## config.mk

```make
export PLATFORM = sky130hd
export DESIGN_NAME = queen_solution_receiver
export DESIGN_NICKNAME = d
export VERILOG_FILES = /design/src/rtl/queen_solution_receiver_pkg.sv /design/src/rtl/queen_solution_receiver_onehot_to_column.sv /design/src/rtl/queen_solution_receiver.sv
export SDC_FILE = /design/constraint.sdc
export NUM_CORES = 1
export LEC_CHECK = 0
export ABC_AREA = 1
export BUFFER_PORTS_ARGS = -buffer_cell sky130_fd_sc_hd__buf_4
export CAP_MARGIN = 20
export CORE_MARGIN = 5
export CORE_UTILIZATION = 42
export DETAILED_ROUTE_END_ITERATION = 12
export HOLD_SLACK_MARGIN = 0.02
export PLACE_DENSITY = 0.7
export SYNTH_ARGS = -nofsm -noshare
export SYNTH_HDL_FRONTEND = slang
export SYNTH_SLANG_ARGS = --single-unit
export TNS_END_PERCENT = 10
```

## constraint.sdc

```tcl
create_clock -name clk -period 5 [get_ports clk]
set_clock_uncertainty 0.1 [all_clocks]
set_input_delay 0.75 -clock clk [delete_from_list [all_inputs] [get_ports clk]]
set_output_delay 0.75 -clock clk [all_outputs]
set_load 0.02 [all_outputs]
```

## src/rtl/queen_solution_receiver_pkg.sv

```systemverilog
// Shared constants for the 8-queen solution receiver: board geometry,
// FSM state encodings, pair-walk limits and a one-hot helper.
package queen_solution_receiver_pkg;

  localparam int N_ROWS = 8;
  localparam int ROW_W  = 3;
  localparam int PTR_W  = 4;

  // row_ptr value once all eight rows have been captured
  localparam logic [PTR_W-1:0] PTR_FULL = 4'd8;

  localparam logic [1:0] ST_IDLE  = 2'd0;
  localparam logic [1:0] ST_RECV  = 2'd1;
  localparam logic [1:0] ST_CHECK = 2'd2;
  localparam logic [1:0] ST_DONE  = 2'd3;

  // Pair walk runs (0,1),(0,2)..(0,7),(1,2)..(6,7)
  localparam logic [ROW_W-1:0] PAIR_I_FIRST = 3'd0;
  localparam logic [ROW_W-1:0] PAIR_J_FIRST = 3'd1;
  localparam logic [ROW_W-1:0] PAIR_I_LAST  = 3'd6;
  localparam logic [ROW_W-1:0] PAIR_J_LAST  = 3'd7;

  function automatic logic is_onehot(input logic [7:0] v);
    return $onehot(v);
  endfunction

endpackage

```

## src/rtl/queen_solution_receiver_onehot_to_column.sv

```systemverilog
// Converts one captured row byte to its queen column index and flags
// whether the byte really holds exactly one queen.
module onehot_to_column
  import queen_solution_receiver_pkg::*;
(
  input  logic [7:0]       row,
  output logic [ROW_W-1:0] col,
  output logic             onehot_ok
);

  // Priority encode; only meaningful when onehot_ok is set
  always_comb begin
    col = '0;
    for (int k = 0; k < 8; k++) begin
      if (row[k]) col = 3'(k);
    end
  end

  assign onehot_ok = is_onehot(row);

endmodule

```

## src/rtl/queen_solution_receiver.sv

```systemverilog
// Self-check sink for the 8-queen solver: captures one 8-row board, then
// re-verifies it (rows one-hot, no shared column, no shared diagonal) by
// walking every row pair once, exiting early on the first failing pair.
module queen_solution_receiver
  import queen_solution_receiver_pkg::*;
#(
  parameter int CNT_W = 8
) (
  input  logic             clk,
  input  logic             reset,
  input  logic             sol_start,
  input  logic             in_valid,
  input  logic [7:0]       in_bus,
  output logic             busy,
  output logic             done,
  output logic             board_ok,
  output logic [ROW_W-1:0] fail_row_a,
  output logic [ROW_W-1:0] fail_row_b,
  output logic [CNT_W-1:0] sol_count,
  input  logic [ROW_W-1:0] rd_row,
  output logic [7:0]       rd_data
);

  logic [1:0]             state_reg;
  logic [PTR_W-1:0]       row_ptr_reg;
  logic [ROW_W-1:0]       pair_i_reg;
  logic [ROW_W-1:0]       pair_j_reg;
  logic                   onehot_err_reg;
  logic [ROW_W-1:0]       err_row_reg;
  logic                   board_ok_reg;
  logic [ROW_W-1:0]       fail_a_reg;
  logic [ROW_W-1:0]       fail_b_reg;
  logic [CNT_W-1:0]       sol_count_reg;
  logic [N_ROWS-1:0][7:0] row_mem;

  logic             start_ok;
  logic             accept;
  logic [ROW_W-1:0] wr_idx;

  // sol_start restarts capture in every state except CHECK; a beat arriving
  // together with sol_start is row 0
  assign start_ok = sol_start && (state_reg != ST_CHECK);
  assign accept   = in_valid && (start_ok || (state_reg == ST_RECV && row_ptr_reg < PTR_FULL));
  assign wr_idx   = start_ok ? '0 : row_ptr_reg[ROW_W-1:0];

  genvar gi;
  generate
    for (gi = 0; gi < N_ROWS; gi++) begin : g_row
      logic [7:0] row_reg;
      // Capture this row when the accepted beat is addressed to it
      always_ff @(posedge clk) begin
        if (reset) row_reg <= '0;
        else if (accept && wr_idx == 3'(gi)) row_reg <= in_bus;
      end
      assign row_mem[gi] = row_reg;
    end
  endgenerate

  // Pair check datapath for the current (i,j)
  logic [ROW_W-1:0]  col_i, col_j;
  logic              ok_i, ok_j;
  logic signed [3:0] col_diff;
  logic [3:0]        col_abs;
  logic [3:0]        row_diff;
  logic              pair_fail;

  onehot_to_column u_col_i (.row(row_mem[pair_i_reg]), .col(col_i), .onehot_ok(ok_i));
  onehot_to_column u_col_j (.row(row_mem[pair_j_reg]), .col(col_j), .onehot_ok(ok_j));

  // 4-bit signed difference so that e.g. 0-7 does not wrap into range
  assign col_diff  = $signed({1'b0, col_i}) - $signed({1'b0, col_j});
  assign col_abs   = col_diff[3] ? 4'(-col_diff) : 4'(col_diff);
  assign row_diff  = {1'b0, pair_j_reg} - {1'b0, pair_i_reg};
  assign pair_fail = ok_i && ok_j && ((col_i == col_j) || (col_abs == row_diff));

  // Control FSM, one-hot error latch, verdict and saturating counter
  always_ff @(posedge clk) begin
    if (reset) begin
      state_reg      <= ST_IDLE;
      row_ptr_reg    <= '0;
      pair_i_reg     <= PAIR_I_FIRST;
      pair_j_reg     <= PAIR_J_FIRST;
      onehot_err_reg <= 1'b0;
      err_row_reg    <= '0;
      board_ok_reg   <= 1'b0;
      fail_a_reg     <= '0;
      fail_b_reg     <= '0;
      sol_count_reg  <= '0;
    end else begin
      if (state_reg == ST_DONE && board_ok_reg && sol_count_reg != '1)
        sol_count_reg <= sol_count_reg + 1'b1;

      if (start_ok) begin
        state_reg      <= ST_RECV;
        board_ok_reg   <= 1'b0;
        fail_a_reg     <= '0;
        fail_b_reg     <= '0;
        row_ptr_reg    <= in_valid ? 4'd1 : 4'd0;
        onehot_err_reg <= in_valid && !is_onehot(in_bus);
        err_row_reg    <= '0;
      end else begin
        case (state_reg)
          ST_IDLE: state_reg <= ST_IDLE;
          ST_RECV: begin
            if (row_ptr_reg == PTR_FULL) begin
              state_reg  <= ST_CHECK;
              pair_i_reg <= PAIR_I_FIRST;
              pair_j_reg <= PAIR_J_FIRST;
            end else if (accept) begin
              row_ptr_reg <= row_ptr_reg + 4'd1;
              if (!onehot_err_reg && !is_onehot(in_bus)) begin
                onehot_err_reg <= 1'b1;
                err_row_reg    <= row_ptr_reg[ROW_W-1:0];
              end
            end
          end
          ST_CHECK: begin
            if (onehot_err_reg) begin
              state_reg  <= ST_DONE;
              fail_a_reg <= err_row_reg;
              fail_b_reg <= err_row_reg;
            end else if (pair_fail) begin
              state_reg  <= ST_DONE;
              fail_a_reg <= pair_i_reg;
              fail_b_reg <= pair_j_reg;
            end else if (pair_i_reg == PAIR_I_LAST && pair_j_reg == PAIR_J_LAST) begin
              state_reg    <= ST_DONE;
              board_ok_reg <= 1'b1;
            end else if (pair_j_reg == PAIR_J_LAST) begin
              pair_i_reg <= pair_i_reg + 3'd1;
              pair_j_reg <= pair_i_reg + 3'd2;
            end else begin
              pair_j_reg <= pair_j_reg + 3'd1;
            end
          end
          ST_DONE: state_reg <= ST_IDLE;
          default: state_reg <= ST_IDLE;
        endcase
      end
    end
  end

  assign busy       = (state_reg == ST_CHECK);
  assign done       = (state_reg == ST_DONE);
  assign board_ok   = board_ok_reg;
  assign fail_row_a = fail_a_reg;
  assign fail_row_b = fail_b_reg;
  assign sol_count  = sol_count_reg;
  assign rd_data    = row_mem[rd_row];

endmodule

```

* Word-level counts from Yosys, hierarchy flattened *
Index checks and enable logic that the tools add are counted.

cells by class
  bitwise operators = 4
  divide/modulo/power cells = 0
  multiply operators = 0
  shift operators = 0
  magnitude comparators = 4
  add/subtract/negate cells = 29
  multiplexer cells = 54
  reductions and logical operators = 40
  equality and inequality tests = 29

operators with widths
  operator                                              count
  binary-select mux 8 bit (select 3 bit)                3
  2-to-1 mux 3 bit                                      23
  adder 1 x 1 -> 2 bit                                  12
  adder 4 bit                                           6
  2-to-1 mux 8 bit                                      3
  2-to-1 mux 4 bit                                      5
  equality test 3 bit (second input constant)           6
  logical AND 1 bit                                     18
  2-to-1 mux 2 bit                                      8
  equality test 4 x 1 -> 1 bit (second input constant)  3
  < comparator 3 x 4 -> 1 bit (second input constant)   3
  one-hot mux 3 bit (2 select lines)                    2
  AND reduction 4 bit                                   3
  != test 2 bit (second input constant)                 5
  nonzero test 2 bit                                    5
  2-to-1 mux 1 bit                                      9
  adder 8 x 1 -> 8 bit (second input constant)          1
  != test 8 bit (second input constant)                 1
  subtractor 3 x 3 -> 4 bit                             2
  AND reduction 7 bit                                   1
  adder 2 x 2 -> 3 bit                                  2
  adder 3 x 1 -> 3 bit (second input constant)          2
  equality test 3 x 2 -> 1 bit (second input constant)  2
  one-hot mux 2 bit (3 select lines)                    1
  24 further kinds                                      34

word-level totals
  memory bits (read-only) = 0
  register bits = 95
  memories = 0
  output and inout port bits = 25
  word-level logic and storage cells = 179
  input bits = 15
  memory bits (writable) = 0
  bits in latches = 0

* Longest topological paths before layout *
Gate-level depths: netlist (run 1).

  depth in word-level cells = 19
  mapped depth = 32
  gate-level depth less buffers = 31

* By module *
A second synthesis (run 1) with hierarchy kept.

unflattened totals
  cells, all modules = 940
  area total of the unflattened synthesis = 6547.5 um2

by module, submodules not included
  module                   cells an instance  sequential area each (um2)  area each (um2)  times used
  queen_solution_receiver  878                1901.8                      6044.5           1
  onehot_to_column         31                 0.0                         251.5            2

* Worst setup path before layout (run 1) *
Ideal clock, no wire load.

  path kind = register to register
  start = register pair_j_reg[1]
  end = register pair_j_reg[2]
  path slack = 0.689 ns
  path buffers = 2
  period minus slack after synthesis = 4.311 ns
  cell stages (with the launch flop) = 24
  data arrival time = 4.099 ns
  setup time = 0.113 ns
  required time = 4.787 ns
  path through = dfxtp_1 buf_4 buf_2 o21ai_0 o21ai_0 inv_1 o21ai_0 inv_1 ha_1 inv_1 fa_1 inv_1 fa_1 ha_1 fa_1 or2_2 nor4b_4 nand2_4 nand2_4 nand2_4 nand2_4 nand2_1 nand2_1 nor2_1

between the ends
  longest elaborated chain between the ends = 17
  elaborated cells on any way between the ends = 37
  classes of those cells = 11 x add/sub; 6 x eq/ne; 15 x mux; 5 x reduce/logical

ends and longest elaborated chain
  item                                    line                                            text
  from (decl)                             queen_solution_receiver.sv:27                   logic [ROW_W-1:0] pair_j_reg;
  from (signal assigned)                  queen_solution_receiver.sv:131                  pair_j_reg <= pair_i_reg + 3'd2;
  from (signal assigned)                  queen_solution_receiver.sv:133                  pair_j_reg <= pair_j_reg + 3'd1;
  binary-select mux 8 bit (select 3 bit)  queen_solution_receiver.sv:68                   onehot_to_column u_col_j (.row(row_mem[pair_j_reg]), .col(col_j), .onehot_ok(ok_j));
  2-to-1 mux 8 bit (not written as such)  queen_solution_receiver.sv:68
  2-to-1 mux 1 bit                        queen_solution_receiver_onehot_to_column.sv:15  if (row[k]) col = 3'(k);
  2-to-1 mux 2 bit (2 in series)          queen_solution_receiver_onehot_to_column.sv:15
  2-to-1 mux 3 bit (4 in series)          queen_solution_receiver_onehot_to_column.sv:15
  subtractor 3 x 3 -> 4 bit               queen_solution_receiver.sv:71                   assign col_diff = $signed({1'b0, col_i}) - $signed({1'b0, col_j});
  negator 4 bit                           queen_solution_receiver.sv:72                   assign col_abs = col_diff[3] ? 4'(-col_diff) : 4'(col_diff);
  2-to-1 mux 4 bit                        queen_solution_receiver.sv:72
  equality test 4 bit                     queen_solution_receiver.sv:74                   assign pair_fail = ok_i && ok_j && ((col_i == col_j) || (col_abs == row_diff));
  logical OR 1 bit                        queen_solution_receiver.sv:74
  logical AND 1 bit                       queen_solution_receiver.sv:74
  != test 2 bit (no line)                 n/a
  AND reduction 6 bit (no line)           n/a

Several ways; a longest one is shown, not always the timed one. The select of a mux whose other input is x is not followed.
A chain may end at the register's enable or synchronous reset.

* Worst setup path after layout (run 1) *
  start = register pair_j_reg[0]
  end = register fail_b_reg[2] (netlist: fail_row_b[2])

between the ends
  longest elaborated chain between the ends = 17
  elaborated cells on any way between the ends = 28
  classes of those cells = 10 x add/sub; 3 x eq/ne; 10 x mux; 5 x reduce/logical

ends and longest elaborated chain
  item                                    line                                            text
  binary-select mux 8 bit (select 3 bit)  queen_solution_receiver.sv:68
  2-to-1 mux 8 bit (not written as such)  queen_solution_receiver.sv:68
  2-to-1 mux 1 bit                        queen_solution_receiver_onehot_to_column.sv:15
  2-to-1 mux 2 bit (2 in series)          queen_solution_receiver_onehot_to_column.sv:15
  2-to-1 mux 3 bit (4 in series)          queen_solution_receiver_onehot_to_column.sv:15
  subtractor 3 x 3 -> 4 bit               queen_solution_receiver.sv:71
  negator 4 bit                           queen_solution_receiver.sv:72
  2-to-1 mux 4 bit                        queen_solution_receiver.sv:72
  equality test 4 bit                     queen_solution_receiver.sv:74
  logical OR 1 bit                        queen_solution_receiver.sv:74
  logical AND 1 bit (*)                   queen_solution_receiver.sv:74
  nonzero test 2 bit (no line) (*)        n/a
  AND reduction 2 bit (no line) (*)       n/a
  to (signal assigned)                    queen_solution_receiver.sv:121                  fail_b_reg <= err_row_reg;
  to (signal assigned)                    queen_solution_receiver.sv:125                  fail_b_reg <= pair_j_reg;
  to (decl)                               queen_solution_receiver.sv:32                   logic [ROW_W-1:0] fail_b_reg;

Mark *: on every way between the ends. The rest lies on a longest branch, timed or not. The select of a mux whose other input is x is not followed.

==> results.tsv, run 1 <==
stage	metric	value	unit
critical_path	worstPathRequired	5150	ps
timing	setup_slack	357	ps
drt	wirelength	18.6	mm
layout	fillers	1591	
die	die_h	135	um
placed_design	pre_cts_ws	306	ps
layout	fin_area	7360	um^2
critical_path	crit_arrival	4800	ps
timing	fin_crit_sh	0.929	
clocking	clkTransAtPathRegs	80	ps
timing	rsz0062_at_grt	false	
clocking	clockBufferDepth	2	
die	row_count	45	
die	io_pins	40	
timing	fin_setup_tns	0	ps
logic_synthesis	yosys_warnings	0	
logic_synthesis	synth_area_leaders	dfxtp_1, o21ai_0, a21oi_1	
clocking	clock_sinks	95	
pwr	powerDensity	383	nW/um^2
logic_synthesis	yosysMostFrequentCell	o21ai_0	
critical_path	regToRegStartpoint	pair_j_reg[0]	
logic_synthesis	netlist_area	6610	um^2
clocking	cts_made_buffers	9	
layout	largest_register_ffs	64	
clocking	clock_tree.root_cell	clkbuf_16	
flow_run	max_cap_violations	0	
min_path	min_from	err_row_reg[0]	
critical_path	end_kind	flop	
grt	grtUsageTotal	0.205	
die	die_area	18400	um^2
logic_synthesis	synth-seq-area-share	0.288	
grt	grt-ovfl-total	0	
outcome	status	complete, no violations	
layout	drive_above_1_share	0.113	
grt	antenna_found_initial	0	
critical_path	cp_max_fo	32	
placed_design	place_area	7050	um^2
critical_path	path_cells	buf_4 > a21oi_1 > o21ai_0 > nand2_1 > inv_1 > o21ai_0 > inv_1 > ha_1 > inv_1 > fa_1 > inv_1 > fa_1 > ha_1 > fa_1 > or2_2 > nor4b_4 > nand2_4 > nand2_4 > nand2_4 > o21ai_0 > nor2_1	
drt	drc	0	
die	start_util	0.432	
grt	grt_start_max_net_pins	52	
pwr	finalPower	2.82	mW
critical_path	cp_slowest_cell	fa_1	
layout	antennaDiodeCount	0	
clocking	hold_buffers	0	
logic_synthesis	synth_nets	1045	
min_path	hp-class	reg -> reg	
logic_synthesis	syn_avg_cell_area	6.75	um^2
grt	grt_pass1_wl	30.5	mm
logic_synthesis	synthArstFlopShare	0	
drt	detail-route-antenna-nets	0	
logic_synthesis	ys.flop_type	dfxtp_1	
timing	tightest_slew	857	ps
die	core	15300	um^2
timing	setup_viol	0	
clocking	cts_tree	yes	
timing	hold_viol	0	
critical_path	start_kind	flop	
pwr	p_leak	3.09	nW
drt	via_count	6520	
logic_synthesis	synth_top_area_share	0.288	
drt	via_per_inst	5.38	
logic_synthesis	ys_ff_latch	95	
drt	firstDrtPassIters	5	
placed_design	dp_hpwl	14.0	mm
logic_synthesis	syn_inst	979	
critical_path	crit_type	reg -> reg	
timing	slew_headroom	0.428	
timing	fmax	0.215	GHz
logic_synthesis	synth-edff-count	0	
die	die_w	135	um
layout	final_net_count	1061	
critical_path	critPathMaxStageDelay	420	ps
clocking	ctsHtreeMaxLevel	3	
placed_design	port_buffers	39	
logic_synthesis	yosys.area.top_type	dfxtp_1	
clocking	clk_latency	350	ps
logic_synthesis	synth_common_cells	o21ai_0, a21oi_1, inv_1, nor2_1, nand2_1	
logic_synthesis	synth_cell_type_count	44	
critical_path	crit_start	pair_j_reg[0]	
timing	period_needed	4640	ps
drt	drt-initial-drc-count	580	
critical_path	path_common_cell	inv_1	
drt	wl_per_cell	15.3	um
grt	grt_pass1_vias	5846	
layout	area_delta_synth_final	11.3	%
pwr	vdd_drop_max	205	uV
placed_design	place_congestion	0.969	
timing	slew_violations	0	
==> cell type report <==
| class | count | area, um^2 | area share |
|---|---|---|---|
| Multi-Input combinational cell | 706 | 3990 | 0.543 |
| Sequential cell | 95 | 1900 | 0.259 |
| Inverter | 130 | 492 | 0.0668 |
| Timing Repair Buffer | 53 | 398 | 0.0541 |
| Tap cell | 211 | 264 | 0.0359 |
| Clock buffer | 9 | 225 | 0.0306 |
| Clock inverter | 7 | 83.8 | 0.0114 |
==> metal layers <==
layer / global-route usage / share of wire / vias up / wire length (um)
met5: 0 / 0 / - / 0
met4: 0.0717 / 0.029 / 0 / 544
met3: 0.0353 / 0.073 / 40 / 1350
met2: 0.314 / 0.44 / 243 / 8150
met1: 0.290 / 0.46 / 2933 / 8520
li1: - / - / 3304 / -
==> metrics by stage <==
stage,hold WS [ps],util,instances
after floorplan,323,-,979
after global placement,337,0.460,1195
after detailed placement,339,0.460,1195
after CTS,352,0.480,1211
after global routing,380,0.481,1211
final,354,0.481,1211
==> critical path: cells and delay by family (launching register included) <==
kind,cells,cell delay (ps)
compound gates,4,860
flops,1,350
simple gates,7,1040
buf+inv,5,490
fa+ha+maj,5,1700
==> path summary, 6_finish.rpt <==
check | to | slack (ps) | depth (start not counted)
max | fail_row_b[2] | 360 | 21
min | err_row_reg[0] | 350 | 2
max reg2reg | fail_row_b[2] | 360 | 21
min reg2reg | err_row_reg[0] | 350 | 2
==> report_power, final <==
group	total [mW]	internal (mW)	switching, mW
combinational	1.29	0.488	0.803
sequential	0.807	0.778	0.0286
clock	0.718	0.359	0.359
==> timing repair <==
action                     4_1_cts  5_1_grt
gates resized for setup          0        3
buffers inserted                 0        0
setup endpoints to repair        0       10
==> cell families after synthesis <==
| kind of cell | count (synthesis) | share of synthesized area |
|---|---|---|
| XOR/XNOR | 3 | 0.00397 |
| adder cells (fa/ha/maj) | 51 | 0.112 |
| AO/OA/AOI/OAI | 372 | 0.296 |
| buffers and inverters | 178 | 0.108 |
| flip-flops | 95 | 0.288 |
| AND/OR/NAND/NOR | 280 | 0.192 |
==> layout by cell type (no fill, tap or decap), drive strengths merged <==
cell     Yosys  routed
o21ai      212     212
a21oi      129     129
inv        125     128
nor2       121     121
nand2      117     117
dfxtp       95      95
buf         24      53
ha          37      37
nand3       32      32
fa          14      14
a31oi       13      13
o211ai      11      11
clkbuf      24       9
clkinv       5       9
xnor2        2       2
nand4        2       2
nand3b       2       2
nor4         2       2
nor3         2       2
a211oi       2       2
o31ai        1       1
o311ai       1       1
xor2         1       1
or2          1       1
nor4b        1       1
o2bb2ai      1       1
a22oi        1       1
a221oi       1       1
(Power assumes the default switching activity.)
==> run 2: changes to the inputs <==
Settings changed: MAX_ROUTING_LAYER set to met4.
==> run 2 against run 1 <==
  * Cell count hardly changed
  * Clock power fell by 4.2%
  * Hold slack worse by 3.4 ps
  * Core utilization is 0.098 points lower
  * Via count decreased by 0.21%
  * Flip-flop and latch count stayed put
  * Worst setup slack got worse by 42 ps
  * Sequential power about the same
  * Clock-buffer cell count is 1 higher
  * Critical path depth up 2
  * Highest routed layer unchanged
==> results.tsv, run 2 (same netlist as run 1, synthesis figures left out) <==
stage	metric	value	unit
critical_path	critPathMaxStageDelay	420	ps
flow_run	max_cap_violations	0	
critical_path	crit_arrival	4840	ps
placed_design	pre_cts_ws	315	ps
critical_path	crit_type	reg -> reg	
timing	setup_viol	0	
grt	grt_pass1_vias	5816	
critical_path	cp_slowest_cell	fa_1	
drt	via_per_inst	5.38	
timing	slew_headroom	0.421	
grt	grt-ovfl-total	0	
die	row_count	45	
clocking	cts_tree	yes	
placed_design	place_congestion	0.950	
timing	period_needed	4690	ps
clocking	clock_tree.root_cell	clkbuf_16	
grt	grt_start_max_net_pins	61	
drt	wirelength	18.4	mm
layout	antennaDiodeCount	0	
die	die_h	135	um
critical_path	crit_family	adder cells	
critical_path	worstPathRequired	5150	ps
critical_path	path_common_cell	nand2_4	
critical_path	start_kind	flop	
timing	fin_crit_sh	0.937	
outcome	status	complete, no violations	
grt	grtUsageTotal	0.209	
clocking	clkTransAtPathRegs	70	ps
critical_path	path_cells	inv_2 > buf_4 > nor2_1 > o21ai_0 > nand2_1 > o21ai_1 > inv_1 > ha_1 > inv_1 > fa_1 > inv_1 > fa_1 > ha_1 > fa_1 > or2_2 > nor4b_4 > nand2_4 > nand2_4 > nand2_4 > nand2_4 > nand2_1 > nand2_1 > nor2_1	
die	start_util	0.432	
timing	whs	350	ps
timing	fin_setup_tns	0	ps
pwr	p_leak	3.08	nW
layout	area_delta_synth_final	11.1	%
die	io_pins	40	
timing	setup_slack	315	ps
drt	drt-initial-drc-count	802	
layout	fin_area	7340	um^2
drt	firstDrtPassIters	5	
layout	layout.cells.most_common	o21ai_0	
clocking	cts_setup_buffers	0	
clocking	cts_made_buffers	9	
clocking	clock_sinks	95	
timing	rsz0062_at_grt	false	
layout	final_net_count	1060	
clocking	cts_resized	0	
timing	fmax	0.213	GHz
critical_path	end_kind	flop	
layout	drive_above_1_share	0.112	
die	die_area	18400	um^2
timing	tightest_slew	867	ps
clocking	ctsHtreeMaxLevel	3	
drt	via_count	6506	
timing	slew_violations	0	
layout	mostFrequentLayoutCells	o21ai_0, a21oi_1, inv_1	
layout	largest_register_ffs	64	
critical_path	cp_max_fo	14	
drt	drc	0	
timing	hold_viol	0	
clocking	clockBufferDepth	2	
drt	wl_per_cell	15.2	um
critical_path	path_buf_inv	5	
placed_design	place_area	7050	um^2
die	core	15300	um^2
clocking	hold_buffers	0	
min_path	hp-class	reg -> reg	
grt	grt_pass1_wl	30.1	mm
clocking	clk_latency	350	ps
drt	detail-route-antenna-nets	0	
pwr	powerDensity	380	nW/um^2
die	die_w	135	um
placed_design	port_buffers	39	
grt	antenna_found_initial	0	
placed_design	dp_hpwl	13.9	mm
pwr	vdd_drop_max	207	uV
run 2: cell types whose count changed in the layout (fill, tap and decap cells not counted), sizes merged:
cell / before / now
clkinv: 9 / 7
clkbuf: 9 / 10
clkinvlp: 0 / 1
buf: 53 / 52
run 2: layer usage:
metal  global-route usage  wire length, um  vias to the layer above
met5                    -                0                        -
met4               0.0683              512                        0
met3               0.0286             1210                       36
met2                0.313             8140                      255
met1                0.291             8510                     2923
li1                     -                -                     3292
run 2: layout make-up:
type	instances	area, um^2
fillers	1556	7970
clock inverters	6	50.0
flip-flops and latches	95	1900
clock buffers	10	239
inverters	130	492
repair buffers	52	403
well taps	211	264
multi-input cells	706	3990
run 2: power by group:
group / switching, mW / internal [mW]
registers: 0.0301 / 0.778
clock network: 0.329 / 0.359
logic: 0.801 / 0.492
run 2: worst paths after layout:
path / end / from / cells past startpoint / slack, ps
max reg2reg: pair_j_reg[2] / pair_j_reg[0] / 23 / 310
min: err_row_reg[0] / err_row_reg[0] / 2 / 350
min reg2reg: err_row_reg[0] / err_row_reg[0] / 2 / 350
max: pair_j_reg[2] / pair_j_reg[0] / 23 / 310
run 2: through the flow:
| step | util | cells | total power [mW] |
|---|---|---|---|
| after detailed placement | 0.461 | 1194 | 2.11 |
| after CTS | 0.479 | 1210 | 2.81 |
| final | 0.480 | 1210 | 2.79 |
| after global routing | 0.480 | 1210 | 3.04 |
| after floorplan | - | 979 | 1.84 |
| after global placement | 0.461 | 1194 | 2.09 |
run 2: worst register-to-register path, stage by stage (launching register included):
cell,delay [ps]
dfxtp_1,340
inv_2,240
buf_4,250
nor2_1,50
o21ai_0,240
nand2_1,80
o21ai_1,180
inv_1,80
ha_1,290
inv_1,50
fa_1,370
inv_1,80
fa_1,420
ha_1,220
fa_1,420
or2_2,320
nor4b_4,310
nand2_4,120
nand2_4,80
nand2_4,80
nand2_4,90
nand2_1,50
nand2_1,80
nor2_1,40
==> run 3: changes to the inputs <==
Settings changed: BUFFER_PORTS_ARGS -buffer_cell sky130_fd_sc_hd__buf_4 to not set, CTS_CLUSTER_DIAMETER set to 30, DONT_BUFFER_PORTS set to 1, PLACE_DENSITY 0.7 to 0.67.
==> run 3 against run 2 <==
  * Largest cell class unchanged
  * Sequential power is essentially flat
  * Flip-flop and latch count is the same
  * Clock power grew 10%
  * Global-route usage grew 0.40 points
  * Hold slack gained 7.7 ps
  * Power grew 1.2%
  * Register-to-register slack gained 40 ps
  * Core utilization shrank 1.8 points
  * Via count shrank 2.4%
  * Cell count shrank 3.3%
==> results.tsv, run 3 (same netlist as run 1, synthesis figures left out) <==
stage	metric	value	unit
layout	drive_above_1_share	0.0751	
clocking	clk_latency	350	ps
critical_path	start_kind	flop	
drt	wl_per_cell	16.0	um
critical_path	cp_slowest_cell	fa_1	
grt	grt_pass1_wl	30.5	mm
grt	antenna_found_initial	0	
clocking	hold_buffers	0	
layout	layout.cells.most_common	o21ai_0	
die	row_count	45	
drt	firstDrtPassIters	5	
grt	grtUsageTotal	0.213	
layout	fin_area	7070	um^2
layout	mostFrequentLayoutCells	o21ai_0, a21oi_1, inv_1	
drt	detail-route-antenna-nets	0	
critical_path	crit_type	reg -> reg	
grt	grt-ovfl-total	0	
placed_design	place_area	6750	um^2
flow_run	max_cap_violations	0	
grt	grt_pass1_vias	5704	
layout	area_delta_synth_final	6.89	%
drt	drc	0	
outcome	status	complete, no violations	
die	core	15300	um^2
critical_path	cp_max_fo	18	
clocking	clockBufferDepth	2	
clocking	cts_setup_buffers	0	
clocking	cts_made_buffers	9	
critical_path	critPathMaxStageDelay	450	ps
placed_design	port_buffers	0	
critical_path	crit_arrival	4780	ps
timing	slew_headroom	0.409	
layout	final_net_count	1021	
critical_path	path_cells	inv_1 > nor2_1 > o21ai_0 > inv_1 > o21ai_0 > inv_1 > ha_1 > inv_1 > fa_1 > inv_1 > fa_1 > ha_1 > fa_1 > nor2_1 > nand3b_1 > nor4b_4 > nand2_4 > nand2_4 > nand2_4 > nand2_4 > nand2_1 > nand2_1 > nor2_1	
timing	fin_crit_sh	0.928	
clocking	clock_sinks	95	
layout	fillers	1626	
clocking	clkTransAtPathRegs	70	ps
critical_path	path_common_cell	inv_1	
timing	rsz0062_at_grt	false	
pwr	p_leak	2.88	nW
pwr	finalPower	2.82	mW
pwr	vdd_drop_max	223	uV
timing	slew_violations	0	
drt	via_per_inst	5.43	
layout	seqCellArea	1900	um^2
die	start_util	0.432	
grt	grt_start_max_net_pins	59	
timing	tightest_slew	886	ps
layout	largest_register_ffs	64	
layout	fin_util	0.462	
timing	period_needed	4640	ps
drt	drt-initial-drc-count	555	
die	die_area	18400	um^2
drt	via_count	6348	
critical_path	worstPathRequired	5140	ps
placed_design	place_congestion	0.945	
clocking	cts_tree	yes	
timing	fmax	0.215	GHz
pwr	powerDensity	399	nW/um^2
clocking	cts_resized	0	
layout	antennaDiodeCount	0	
layout	multi_input_area	3990	um^2
drt	wirelength	18.7	mm
min_path	hp-class	reg -> reg	
die	io_pins	40	
timing	hold_viol	0	
clocking	ctsHtreeMaxLevel	3	
timing	fin_setup_tns	0	ps
critical_path	end_kind	flop	
die	die_w	135	um
die	die_h	135	um
placed_design	dp_hpwl	14.3	mm
timing	setup_viol	0	
clocking	clock_tree.root_cell	clkbuf_16	
run 3: cell count changes in the layout (fill, tap and decap cells not counted), sizes merged:
cell and delta:
buf -39, bufinv +2, inv -2, clkbuf -1
clkinv -1, clkinvlp +1
run 3: layer usage:
| layer | global-route usage | wire [um] | up-vias |
|---|---|---|---|
| met2 | 0.330 | 8450 | 222 |
| met1 | 0.288 | 8580 | 2878 |
| met5 | - | 0 | - |
| li1 | - | - | 3215 |
| met3 | 0.0375 | 1300 | 33 |
| met4 | 0.0554 | 335 | 0 |
run 3: layout make-up:
type / instances / share of cell area
Multi-Input combinational cell: 706 / 0.565
Sequential cell: 95 / 0.269
Inverter: 130 / 0.0696
Tap cell: 211 / 0.0374
Clock buffer: 9 / 0.0319
Timing Repair Buffer: 13 / 0.0138
Clock inverter: 6 / 0.0131
run 3: where the power goes:
part           switching, mW  total [mW]  internal (mW)  leakage, nW
Sequential            0.0291       0.807          0.778        0.769
Clock                  0.318       0.758          0.440        0.149
Combinational          0.783        1.26          0.473         1.96
Total                   1.13        2.82           1.69         2.88
run 3: per-stage QoR:
stage          instances  setup slack [ps]  hold WS (ps)
6_report            1170               359           358
5_1_grt             1170              15.0           356
4_1_cts             1170               322           356
3_5_place_dp        1155               347           345
3_3_place_gp        1155               408           338
2_1_floorplan        979               689           323
run 3: worst paths after layout:
path              depth (start not counted)  slack, ps        endpoint           start
setup reg to reg                         23        360   pair_j_reg[2]   pair_i_reg[0]
setup / recovery                         23        360   pair_j_reg[2]   pair_i_reg[0]
hold reg to reg                           2        360  err_row_reg[0]  err_row_reg[0]
hold / removal                            2        360  err_row_reg[0]  err_row_reg[0]
run 3: worst max-delay path: cells and delay by family (launching register included):
| kind | cells | cell delay (ps) |
|---|---|---|
| adder cells (fa/ha/maj) | 5 | 1750 |
| AND/OR/NAND/NOR | 11 | 1130 |
| buffers and inverters | 5 | 710 |
| AO/OA/AOI/OAI | 2 | 530 |
| flip-flops | 1 | 310 |
